File: src/rtl/proc_pkg.sv
// Shared definitions for the single-bus processor control unit:
// opcodes, step encoding and instruction-register field positions.
package proc_pkg;

    typedef enum logic [1:0] {
        T0 = 2'd0,
        T1 = 2'd1,
        T2 = 2'd2,
        T3 = 2'd3
    } state_t;

    localparam logic [2:0] OP_MV  = 3'b000;
    localparam logic [2:0] OP_MVI = 3'b001;
    localparam logic [2:0] OP_ADD = 3'b010;
    localparam logic [2:0] OP_SUB = 3'b011;

    localparam int IR_W  = 9;
    localparam int OP_HI = 8;
    localparam int OP_LO = 6;
    localparam int RX_HI = 5;
    localparam int RX_LO = 3;
    localparam int RY_HI = 2;
    localparam int RY_LO = 0;

endpackage

File: src/rtl/dec3to8.sv
// 3-to-8 one-hot decoder with enable; all-zero output when disabled.
module dec3to8 (
    input  logic [2:0] sel_i,
    input  logic       en_i,
    output logic [7:0] y_o
);

    always_comb begin
        y_o = '0;
        if (en_i) begin
            y_o[sel_i] = 1'b1;
        end
    end

endmodule

File: src/rtl/proc_control.sv
// Step sequencer (T0..T3) for the 16-bit single-bus processor: fetches a
// 9-bit instruction from din and emits bus selects and load enables.
module proc_control
    import proc_pkg::*;
#(
    parameter int DATA_W = 16,
    parameter int N_REGS = 8
) (
    input  logic              clock,
    input  logic              resetn,
    input  logic              run,
    input  logic [DATA_W-1:0] din,
    output logic [IR_W-1:0]   ir,
    output logic [N_REGS-1:0] r_out,
    output logic              dinout,
    output logic              g_out,
    output logic [N_REGS-1:0] r_in,
    output logic              a_in,
    output logic              g_in,
    output logic              alu_sub,
    output logic              done
);

    state_t          state_q, state_d;
    logic [IR_W-1:0] ir_q, ir_d;

    logic [2:0] op, rx, ry;
    logic [2:0] rout_sel;
    logic       rout_en;
    logic       rin_en;

    // Only the top nine bits of din form an instruction.
    logic unused_din;
    assign unused_din = ^din[DATA_W-IR_W-1:0];

    assign op = ir_q[OP_HI:OP_LO];
    assign rx = ir_q[RX_HI:RX_LO];
    assign ry = ir_q[RY_HI:RY_LO];
    assign ir = ir_q;

    always_ff @(posedge clock or negedge resetn) begin
        if (!resetn) begin
            state_q <= T0;
            ir_q    <= '0;
        end else begin
            state_q <= state_d;
            ir_q    <= ir_d;
        end
    end

    always_comb begin
        state_d  = state_q;
        ir_d     = ir_q;
        rout_en  = 1'b0;
        rout_sel = ry;
        rin_en   = 1'b0;
        dinout   = 1'b0;
        g_out    = 1'b0;
        a_in     = 1'b0;
        g_in     = 1'b0;
        alu_sub  = 1'b0;
        done     = 1'b0;

        case (state_q)
            T0: begin
                dinout = 1'b1;
                if (run) begin
                    ir_d    = din[DATA_W-1 -: IR_W];
                    state_d = T1;
                end
            end
            T1: begin
                case (op)
                    OP_MV: begin
                        rout_en = 1'b1;
                        rin_en  = 1'b1;
                        done    = 1'b1;
                        state_d = T0;
                    end
                    OP_MVI: begin
                        dinout  = 1'b1;
                        rin_en  = 1'b1;
                        done    = 1'b1;
                        state_d = T0;
                    end
                    OP_ADD, OP_SUB: begin
                        rout_en  = 1'b1;
                        rout_sel = rx;
                        a_in     = 1'b1;
                        state_d  = T2;
                    end
                    default: begin
                        // Reserved opcodes retire as a nop; din keeps the bus driven.
                        dinout  = 1'b1;
                        done    = 1'b1;
                        state_d = T0;
                    end
                endcase
            end
            T2: begin
                rout_en = 1'b1;
                g_in    = 1'b1;
                alu_sub = (op == OP_SUB);
                state_d = T3;
            end
            T3: begin
                g_out   = 1'b1;
                rin_en  = 1'b1;
                done    = 1'b1;
                state_d = T0;
            end
            default: begin
                dinout  = 1'b1;
                state_d = T0;
            end
        endcase
    end

    dec3to8 u_dec_rout (
        .sel_i (rout_sel),
        .en_i  (rout_en),
        .y_o   (r_out)
    );

    dec3to8 u_dec_rin (
        .sel_i (rx),
        .en_i  (rin_en),
        .y_o   (r_in)
    );

endmodule
File: config.mk
export PLATFORM = sky130hd
export DESIGN_NAME = proc_control
export DESIGN_NICKNAME = d
export VERILOG_FILES = /design/src/rtl/proc_pkg.sv /design/src/rtl/dec3to8.sv /design/src/rtl/proc_control.sv
export SDC_FILE = /design/constraint.sdc
export NUM_CORES = 1
export LEC_CHECK = 0
export CORE_AREA = 3 3 49 51
export DETAILED_ROUTE_END_ITERATION = 8
export DIE_AREA = 0 0 52 54
export PLACE_DENSITY_LB_ADDON = 0.15
export SYNTH_ARGS = -nofsm -noshare
export SYNTH_HDL_FRONTEND = slang
export SYNTH_SLANG_ARGS = --single-unit
File: constraint.sdc
create_clock -name clock -period 2.6 [get_ports clock]
set_input_delay 0.39 -clock clock [delete_from_list [all_inputs] [get_ports clock]]
set_output_delay 0.39 -clock clock [all_outputs]
set_load 0.02 [all_outputs]
==> flow_summary_export.csv <==
group,metric,value,unit
run_status,outcome,"complete, no violations",
worst_setup_path,crit_type,"reg2out",
placed_design,gp_congestion,0.697,
timing,period_share,95.5,%
final_layout,nNetsFinal,149,
synthesis,synth_area,752,µm²
synthesis,ys_seq_area_share,36.6,%
synthesis,synth-seq-cells,11,
synthesis,synthTopCellsByArea,"dfrtp_1 37%, mux2_2 15%, nor2_1 7.0%",
global_routing,grtUsageTotal,14.7,%
final_layout,final_util,63.6,%
timing,fin_ws,117,ps
worst_setup_path,crit_required,2210,ps
min_path,hp-class,"in2async",
timing,setup_viol,0,
detailed_routing,routed_wl,1870,µm
detailed_routing,drt_iter0_markers,5,
detailed_routing,num_vias,699,
clock_network,cts_buffer_depth,2,
clock_network,clock-sinks,11,
final_layout,design_area,1260,µm²
detailed_routing,ant_nets,0,
power_and_ir_drop,switchingPower,0.673,mW
floorplan,die_h,54,µm
detailed_routing,vias_per_cell,4.60,
synthesis,ys_warn_count,0,
final_layout,n_fill_cell,173,
timing,fmax,403,MHz
global_routing,grt_overflow,0,
worst_setup_path,crit_path_start_kind,"flop",
placed_design,place_ws,-6.71,ps
timing,skew,6.92,ps
timing,tightest_slew,530,ps
power_and_ir_drop,total_power,1.53,mW
clock_network,cts_tree,"built",
power_and_ir_drop,power_frac_clock,7.8,%
timing,fin_hold_ws,458,ps
global_routing,grt_first_pass_wirelength,3060,µm
floorplan,placeableCoreArea,1980,µm²
global_routing,antenna_found_initial,0,
power_and_ir_drop,irDropWorstVdd,0.000726,V
detailed_routing,drc,0,
timing,fin_crit,2480,ps
floorplan,rows,16,
power_and_ir_drop,p_per_area,1220,nW/µm²
clock_network,htree_levels,1,
timing,slew_viol_final,0,
worst_setup_path,path_max_fanout,4,
floorplan,start_util,37.9,%
timing,max_slew_margin,64.5,%
detailed_routing,wl_per_cell,12.3,µm
clock_network,root_buffer,"clkbuf_4",
clock_network,path_clk_slew,70,ps
worst_setup_path,arrival,2090,ps
worst_setup_path,crit_chain,"ha_1 > and3b_2 > mux2i_1 > nand3b_4 > nor3_2 > dlygate4sd2_1",
power_and_ir_drop,p_seq_share,23.6,%
power_and_ir_drop,power.internal,0.860,mW
synthesis,syn_nets,96,
worst_setup_path,crit_slowest_cell,"dfrtp_1",
power_and_ir_drop,pwr-share-comb,68.6,%
power_and_ir_drop,switching_share,43.9,%
final_layout,area_delta_synth_final,67.7,%
detailed_routing,first_pass_iters,5,
clock_network,clk_latency,270,ps
floorplan,dieArea,2810,µm²
worst_setup_path,worstSetupEndpointType,"output pin",
placed_design,port-buffer-count,42,
synthesis,synthDominantCellAreaShare,36.6,%
global_routing,grt_max_degree,12,
placed_design,dpl.hpwl,1510,µm
synthesis,synth_cell_types,21,
worst_setup_path,critPathMaxStageDelay,410,ps
synthesis,avgSynthCellArea,10.3,µm²
timing,final_hold_viol_count,0,
final_layout,diodes,0,
placed_design,placedInstanceArea,1240,µm²
floorplan,io_pins,50,
synthesis,yosysTopAreaCell,"dfrtp_1",
synthesis,syn_inst,73,
job,maxCapViolCount,0,
worst_setup_path,rrSetupSlack,1040,ps
final_layout,drive_gt1_share,24.0,%
floorplan,die_w,52,µm
global_routing,grt_pass1_vias,701,
power_and_ir_drop,p_leak,0.644,nW
clock_network,numCtsBuffers,3,
[flip-flops by register name, indices dropped and copies added (netlist names), named ones only]
signal and cells:
state_q 1, ir 9
[cells in the final DEF, fill, tap and decap left out, types with 2 or more instances in the layout]
cell type / n
a21o_1: 3
and2b_1: 2
buf_4: 7
clkbuf_2: 3
clkbuf_4: 3
clkdlybuf4s15_1: 2
clkdlybuf4s50_1: 26
dfrtp_1: 11
dlygate4sd2_1: 8
dlymetal6s2s_1: 3
ha_1: 4
inv_1: 3
mux2_2: 10
mux2i_4: 2
nand2_1: 4
nand2b_1: 7
nor2_1: 14
nor3_1: 2
nor3_2: 2
[critical path, delay by kind of cell (launching register included)]
kind	cells	cell delay, ps
adders and majority gates	1	230
buffers and inverters	1	360
DFF	1	410
muxes	1	160
and+or+nand+nor	3	670
[power by group through the flow]
stage               clock network, mW  logic, mW  registers, mW
floorplan                           0      0.553          0.444
global placement                    0       1.05          0.363
detailed placement                  0       1.06          0.365
CTS                             0.126       1.06          0.364
global route                    0.132       1.14          0.376
finish                          0.119       1.05          0.362
[per-layer routing]
layer  global-route usage [%]  routed length [µm]  up-vias
met5                        0                   0        -
met4                     2.62                   0        0
met3                     6.37                 140        0
met2                     26.8                 960       25
met1                     15.8                 774      323
li1                         -                   -      351
[worst paths after layout]
check / startpoint / cells past startpoint / end
max: state_q[0]$_DFFE_PN0P_ / 6 / r_out[7]
min: resetn / 1 / ir[6]$_DFFE_PN0P_
max reg2reg: state_q[0]$_DFFE_PN0P_ / 5 / flop
min reg2reg: ir[0]$_DFFE_PN0P_ / 1 / ir[0]$_DFFE_PN0P_
max in group asynchronous: resetn / 1 / ir[5]$_DFFE_PN0P_
min in group clock: ir[0]$_DFFE_PN0P_ / 1 / ir[0]$_DFFE_PN0P_
[Yosys cell counts (all sizes together)]
| cell | instances |
|---|---|
| a21o | 3 |
| a21oi | 1 |
| a31oi | 1 |
| and2b | 2 |
| and3b | 1 |
| buf | 1 |
| dfrtp | 11 |
| ha | 4 |
| inv | 3 |
| mux2 | 10 |
| mux2i | 3 |
| nand2 | 4 |
| nand2b | 7 |
| nand3 | 1 |
| nand3b | 1 |
| nor2 | 14 |
| nor3 | 4 |
| o21ai | 1 |
| o21bai | 1 |
[timing repair]
item	in CTS	in global routing
setup buffers	0	1
hold buffers	0	0
pin swaps	0	0
setup endpoints to repair	16	9
resized for setup	15	11
[through the flow]
stage	instances	setup TNS [ps]
floorplan	73	0
global placement	147	-12.4
detailed placement	147	-6.71
CTS	151	0
global route	152	-0.880
finish	152	0
[layout make-up]
class	instances	area, µm²	area share (%)
Tap cell	27	33.8	2.68
Clock buffer	4	26.3	2.08
Timing Repair Buffer	49	455	36.1
Sequential cell	11	275	21.8
Inverter	3	11.3	0.893
Multi-Input combinational cell	58	459	36.4
[kinds of logic (layout without fill, tap and decap cells)]
logic type / count (synthesis) / after routing / share of synthesized area [%]
compound gates: 7 / 7 / 6.16
mux: 13 / 13 / 22.3
simple gates: 34 / 34 / 25.3
buf+inv: 4 / 56 / 2.99
fa+ha+maj: 4 / 4 / 6.66
flops: 11 / 11 / 36.6
No activity file was read; power rests on OpenSTA's default activity.
